--- src/rtl/spi_slot_arbiter.sv ---
// spi_slot_arbiter: shares one SPIController between two requesters slot by slot,
// muxing the owner's request signals and gating timing strobes to the owner only.
module spi_slot_arbiter #(
  parameter int MAX_BURST = 4
) (
  input  logic       clk,
  input  logic       rst,
  output logic       Addr15,
  output logic       Read_notWrite,
  output logic       Addr,
  output logic       Data,
  input  logic       ShiftAddr,
  input  logic       ShiftDataRead,
  input  logic       ShiftDataWrite,
  input  logic       PresetCarry,
  input  logic       EndOfPhase,
  input  logic       PrepOutput,
  input  logic       req0,
  input  logic       req1,
  input  logic       r0_Addr15,
  input  logic       r0_Read_notWrite,
  input  logic       r0_Addr,
  input  logic       r0_Data,
  input  logic       r1_Addr15,
  input  logic       r1_Read_notWrite,
  input  logic       r1_Addr,
  input  logic       r1_Data,
  output logic       r0_ShiftAddr,
  output logic       r0_ShiftDataRead,
  output logic       r0_ShiftDataWrite,
  output logic       r0_PresetCarry,
  output logic       r0_EndOfPhase,
  output logic       r0_PrepOutput,
  output logic       r1_ShiftAddr,
  output logic       r1_ShiftDataRead,
  output logic       r1_ShiftDataWrite,
  output logic       r1_PresetCarry,
  output logic       r1_EndOfPhase,
  output logic       r1_PrepOutput,
  output logic [1:0] gnt,
  output logic [3:0] burst
);
  logic [1:0] r_gnt, w_gnt;
  logic [3:0] r_burst, w_burst;
  logic       w_take1;
  always_comb begin
    w_take1 = req1 & ~(req0 & (r_burst >= 4'(MAX_BURST)));
    w_gnt   = w_take1 ? 2'b10 : req0 ? 2'b01 : req1 ? 2'b10 : 2'b00;
    w_burst = w_gnt[1] ? ((r_burst == 4'hf) ? r_burst : r_burst + 4'd1) : 4'd0;
  end
  // EndOfPhase of the finishing slot is still gated by the outgoing gnt
  always_ff @(posedge clk) begin
    if (rst) begin
      r_gnt   <= 2'b01;
      r_burst <= 4'd0;
    end else if (EndOfPhase) begin
      r_gnt   <= w_gnt;
      r_burst <= w_burst;
    end
  end
  assign gnt   = r_gnt;
  assign burst = r_burst;
  assign Addr15        = r_gnt[1] ? r1_Addr15        : r_gnt[0] ? r0_Addr15        : 1'b0;
  assign Read_notWrite = r_gnt[1] ? r1_Read_notWrite : r_gnt[0] ? r0_Read_notWrite : 1'b1;
  assign Addr          = r_gnt[1] ? r1_Addr          : r_gnt[0] ? r0_Addr          : 1'b0;
  assign Data          = r_gnt[1] ? r1_Data          : r_gnt[0] ? r0_Data          : 1'b0;
  assign r0_ShiftAddr      = ShiftAddr      & r_gnt[0];
  assign r0_ShiftDataRead  = ShiftDataRead  & r_gnt[0];
  assign r0_ShiftDataWrite = ShiftDataWrite & r_gnt[0];
  assign r0_PresetCarry    = PresetCarry    & r_gnt[0];
  assign r0_EndOfPhase     = EndOfPhase     & r_gnt[0];
  assign r0_PrepOutput     = PrepOutput     & r_gnt[0];
  assign r1_ShiftAddr      = ShiftAddr      & r_gnt[1];
  assign r1_ShiftDataRead  = ShiftDataRead  & r_gnt[1];
  assign r1_ShiftDataWrite = ShiftDataWrite & r_gnt[1];
  assign r1_PresetCarry    = PresetCarry    & r_gnt[1];
  assign r1_EndOfPhase     = EndOfPhase     & r_gnt[1];
  assign r1_PrepOutput     = PrepOutput     & r_gnt[1];
endmodule

--- config.mk ---
export PLATFORM = sky130hd
export DESIGN_NAME = spi_slot_arbiter
export DESIGN_NICKNAME = d
export VERILOG_FILES = /design/src/rtl/spi_slot_arbiter.sv
export SDC_FILE = /design/constraint.sdc
export NUM_CORES = 1
export LEC_CHECK = 0
export CORE_MARGIN = 4
export CORE_UTILIZATION = 32
export CTS_CLUSTER_SIZE = 20
export DETAILED_ROUTE_END_ITERATION = 10
export MAX_ROUTING_LAYER = met4
export PLACE_DENSITY = 0.83
export SYNTH_ARGS = -nofsm -noshare
export SYNTH_HDL_FRONTEND = slang
export SYNTH_SLANG_ARGS = --single-unit
export TNS_END_PERCENT = 50
--- constraint.sdc ---
create_clock -name clk -period 2.3 [get_ports clk]
set_input_delay 0.23 -clock clk [delete_from_list [all_inputs] [get_ports clk]]
set_output_delay 0.23 -clock clk [all_outputs]
set_load 0.03 [all_outputs]
==> results.toml, run 1 <==
[global_routing]
grt_max_degree = 14
grt_pass1_vias = 501
grt_pass1_wl_um = 2080
antenna_found_initial = 0
grt_use_total_pct = 14.3
grt_overflow = 0

[yosys]
synth_area_sq_um = 440
synth.area.top_cells = "dfxtp_1, and2_1, a22o_1"
synth-main-ff-cell = "dfxtp_1"
synth_compound_area_share_pct = 28.4
synth_top_area_share_pct = 27.3
synth.most_common_cell = "and2_1"
synthXorXnorAreaFrac_pct = 0
synthTopCellsByCount = "and2_1, dfxtp_1, nor2_1, nor2b_1, o21ai_0"
yosys.area_share.simple_pct = 36.4
synth_edf_count = 0
syn_inst = 55
ys_seq_area_share_pct = 27.3
ys_ff_latch = 6
synth_mux_area_share_pct = 2.27
yosys_warnings = 0
avgSynthCellArea_sq_um = 8.01
synth_top_family_by_area = "simple AND/OR/NAND/NOR gates"
synth_top_area_cell = "dfxtp_1"
synth_nets = 74
ys_types = 24
synthArstFlopShare_pct = 0
synthAdderAreaFrac_pct = 2.84

[timing]
finalSetupViolCount = 0
tns_ns = 0
period_needed_ns = 2.01
clock_skew_ns = 0.00236
fmax_mhz = 499
rsz0062_at_grt = "false"
tightestPinTransition_ns = 0.329
timing.slew.headroom_pct = 78.0
post-route-period-util_pct = 87.2
hold_violations = 0
slew_violations = 0

[route]
vias = 558
drtAntennaViolNets = 0
routedWlPerCell_um = 12.3
post-route-drc-count = 0
drt_iter0_markers = 4
viasPerCell = 5.03
drt_pass1_iterations = 2
totalWireLength_um = 1360

[clock_network]
h-tree-depth = 1
cts.sinks = 6
clock_path_buffers = 2
clock_latency_ns = 0.24
cts_setup_buffers = 0
clock-root-buffer = "clkbuf_4"
tritoncts = "done"
ctsResizeCount = 0
clk_pin_slew_worst_paths_ns = 0.04
cts_made_buffers = 3
cts_hold_buf = 0

[power_and_ir_drop]
p_comb_share_pct = 43.1
power_frac_seq_pct = 31.1
p_switching_uw = 122
p_clk_share_pct = 25.7
p_leak_uw = 0.000341
power.internal_uw = 250
power_density_mw_per_mm2 = 427
swShare_pct = 32.9
irDropWorstVdd_mv = 0.348

[floorplanning]
coreArea_sq_mm = 0.00130
die_w_um = 45.1
ios = 40
dieHeight_um = 45.1
rows = 13
dieArea_sq_mm = 0.00203
start_util_pct = 33.8

[worst_setup_path]
critPathLaunchType = "flip-flop"
crit_required_ns = 2.07
end_kind = "output pin"
path_class = "flip-flop to output pin"
worst-path-max-fanout = 9
critPathArrivalTime_ns = 1.78

[placement]
place_hpwl_um = 1140
io_buffers = 39
gp_congestion = 0.771

[finish]
num-nets-final = 117
post-route-util_pct = 66.9
area_growth_pct = 97.7
drive_gt1_share_pct = 7.29
n_antenna_cell = 0

[min_path]
hold_class = "flip-flop to flip-flop"

[run_status]
outcome = "complete, no violations"

[run]
cap_viol_max_count = 0
## area by class of cell
class | count | area (sq um)
clock buffer | 3 | 22.5
fill | 116 | 430
inverter | 1 | 3.75
multi-input combinational | 46 | 308
sequential | 6 | 120
tap | 15 | 18.8
timing repair buffer | 40 | 398
## logic make-up after synthesis
group | Yosys count
DFF | 6
AOI/OAI and AO/OA | 16
and+or+nand+nor | 28
buffers and inverters | 3
muxes | 1
adders and majority gates | 1
## worst max-delay path, cell delays in order (launching register included)
cell	delay [ns]
dfxtp_1	0.41
nor2b_1	0.28
a22o_1	0.17
clkdlybuf4s50_1	0.66
## layout by cell type, fill, tap and decap left out, types with 2 or more instances in the layout
cell type and n:
clkdlybuf4s50_1 39, and2_1 13, dfxtp_1 6, nor2b_1 4, o21ai_0 4, nor2_1 4, a22o_1 3, nand2_1 3
clkbuf_4 3, a21oi_1 2
## metrics by stage
stage	setup slack [ns]	power [uW]	cells	hold slack (ns)	area, sq um
after floorplan	0.827	197	55	0.295	440
after global placement	0.544	278	108	0.539	848
after detailed placement	0.545	279	108	0.538	848
after CTS	0.277	377	111	0.549	871
after global routing	0.172	394	111	0.586	871
final	0.295	372	111	0.552	871
## sequential cells by signal, summed over array words and instances, names as in the netlist
name / cells
burst: 4
gnt: 2
## power by group through the flow
stage | clock [uW] | sequential (uW) | combinational (uW)
floorplan | 0 | 123 | 73.6
finish | 95.8 | 116 | 160
global route | 108 | 117 | 169
global placement | 0 | 118 | 160
detailed placement | 0 | 118 | 161
CTS | 99.1 | 116 | 162
## routing by layer
layer	global-route usage [%]	up-vias	wire (um)	part of all wire [%]
met5	-	-	0	0
met4	3.51	0	0	0
met3	8.76	0	277	20
met2	21.5	41	524	38
met1	16.1	238	562	41
li1	-	279	-	-
## final timing paths
path / startpoint / to / slack [ns] / cells past startpoint
hold / removal: burst[0] / burst[0] / 0.55 / 1
setup / recovery: gnt[0] / Addr / 0.29 / 3
setup reg to reg: burst[0] / burst[0] / 0.86 / 5
hold reg to reg: burst[0] / burst[0] / 0.55 / 1
No activity file was read; power rests on OpenSTA's default activity.
==> inputs of run 2 (changes only) <==
- CTS_CLUSTER_DIAMETER: default -> 50
==> results of run 2 <==
The final DEF is identical to that of run 1; final timing and power are the same.
==> inputs of run 3 (changes only) <==
- CTS_BUF_LIST: default -> sky130_fd_sc_hd__clkbuf_8 sky130_fd_sc_hd__clkbuf_16
==> run 3 against run 2 <==
Worst setup slack improved by 0.032 ns. Die area unchanged. Final cell count unchanged. Register-to-register slack about the same. Global-route usage increased by 0.91 points. Largest power group unchanged. Fmax increased by 1.6%.
==> results.toml, run 3 (synthesis results as in run 1) <==
[run]
cap_viol_max_count = 0

[finish]
fill_cells = 116
area_growth_pct = 102
largest_register_ff_count = 4
drive_gt1_share_pct = 7.29
layout_commonest_cell = "clkdlybuf4s50_1"
layout_common_cells = "clkdlybuf4s50_1, and2_1, dfxtp_1"
multi_input_area_sq_um = 308
seq_area_sq_um = 120
n_antenna_cell = 0
num-nets-final = 117

[floorplanning]
rows = 13
coreArea_sq_mm = 0.00130
ios = 40
dieArea_sq_mm = 0.00203
dieHeight_um = 45.1
die_w_um = 45.1
start_util_pct = 33.8

[power_and_ir_drop]
irDropWorstVdd_mv = 0.342
power_density_mw_per_mm2 = 485
p_leak_uw = 0.000349

[worst_setup_path]
critPathArrivalTime_ns = 1.74
max_stage_delay_ns = 0.66
worst-path-max-fanout = 9
crit_required_ns = 2.07
end_kind = "output pin"
critPathLaunchType = "flip-flop"
cp_cell_sequence = "nor2b_1, a22o_1, clkdlybuf4s50_1"
cp_slowest_cell = "clkdlybuf4s50_1"
path_class = "flip-flop to output pin"

[global_routing]
antenna_found_initial = 0
grt_overflow = 0
grt_pass1_wl_um = 2170
grt_use_total_pct = 15.2
grt_pass1_vias = 507
grt_max_degree = 14

[timing]
setup_ws_ns = 0.326
timing.slew.headroom_pct = 78.2
clock_skew_ns = 0.00117
finalSetupViolCount = 0
rsz0062_at_grt = "false"
hold_violations = 0
tns_ns = 0
slew_violations = 0
tightestPinTransition_ns = 0.327
fmax_mhz = 507
period_needed_ns = 1.97
post-route-period-util_pct = 85.8

[placement]
io_buffers = 39
gp_congestion = 0.771
post-place-ws_ns = 0.545
place_hpwl_um = 1140

[clock_network]
clock-root-buffer = "clkbuf_8"
tritoncts = "done"
clock_path_buffers = 2
clock_latency_ns = 0.22
ctsResizeCount = 0
cts_setup_buffers = 0
h-tree-depth = 1
cts_hold_buf = 0
clk_pin_slew_worst_paths_ns = 0.04
cts_made_buffers = 3
cts.sinks = 6

[min_path]
hold_class = "flip-flop to flip-flop"

[route]
drt_iter0_markers = 9
totalWireLength_um = 1410
vias = 564
drt_pass1_iterations = 2
post-route-drc-count = 0
drtAntennaViolNets = 0
viasPerCell = 5.08
routedWlPerCell_um = 12.7

[run_status]
outcome = "complete, no violations"
-- run 3: cell counts in the layout (fill, tap and decap cells not counted) --
No cell type changed its count.
-- run 3: critical path: cells and delay by family (launching register included) --
kind / cells / cell delay (ns)
flip-flops: 1 / 0.41
AO/OA/AOI/OAI: 1 / 0.17
AND/OR/NAND/NOR: 1 / 0.28
buffers and inverters: 1 / 0.66
-- run 3: power by group --
| group | switching [uW] | internal (uW) | total [uW] |
|---|---|---|---|
| combinational | 78.4 | 82.1 | 160 |
| sequential | 7.10 | 109 | 116 |
| clock | 43.0 | 112 | 155 |
| total | 129 | 303 | 432 |
-- run 3: cell type report --
type | count | area share, %
clock buffers | 3 | 4.64
inverters | 1 | 0.422
multi-input cells | 46 | 34.6
flip-flops and latches | 6 | 13.5
well taps | 15 | 2.11
repair buffers | 40 | 44.7
-- run 3: per-stage QoR --
stage	total power [uW]	instance area [sq um]	utilization, %	instances	hold WS (ns)
final	432	890	68.4	111	0.545
after global routing	456	890	68.4	111	0.580
after CTS	441	890	68.4	111	0.546
after detailed placement	279	848	65.2	108	0.538
after global placement	278	848	65.2	108	0.539
after floorplan	197	440	-	55	0.295
-- run 3: final timing paths --
check        cells past startpoint      from  slack, ns        to
max                              3    gnt[0]       0.33      Addr
min                              1  burst[0]       0.55  burst[0]
max reg2reg                      5  burst[0]       0.86  burst[0]
min reg2reg                      1  burst[0]       0.55  burst[0]
-- run 3: layer usage --
metal / share of wire [%] / global-route usage [%]
met5: 0 / -
met4: 0 / 5.26
met3: 19 / 8.37
met2: 41 / 23.7
met1: 41 / 16.3
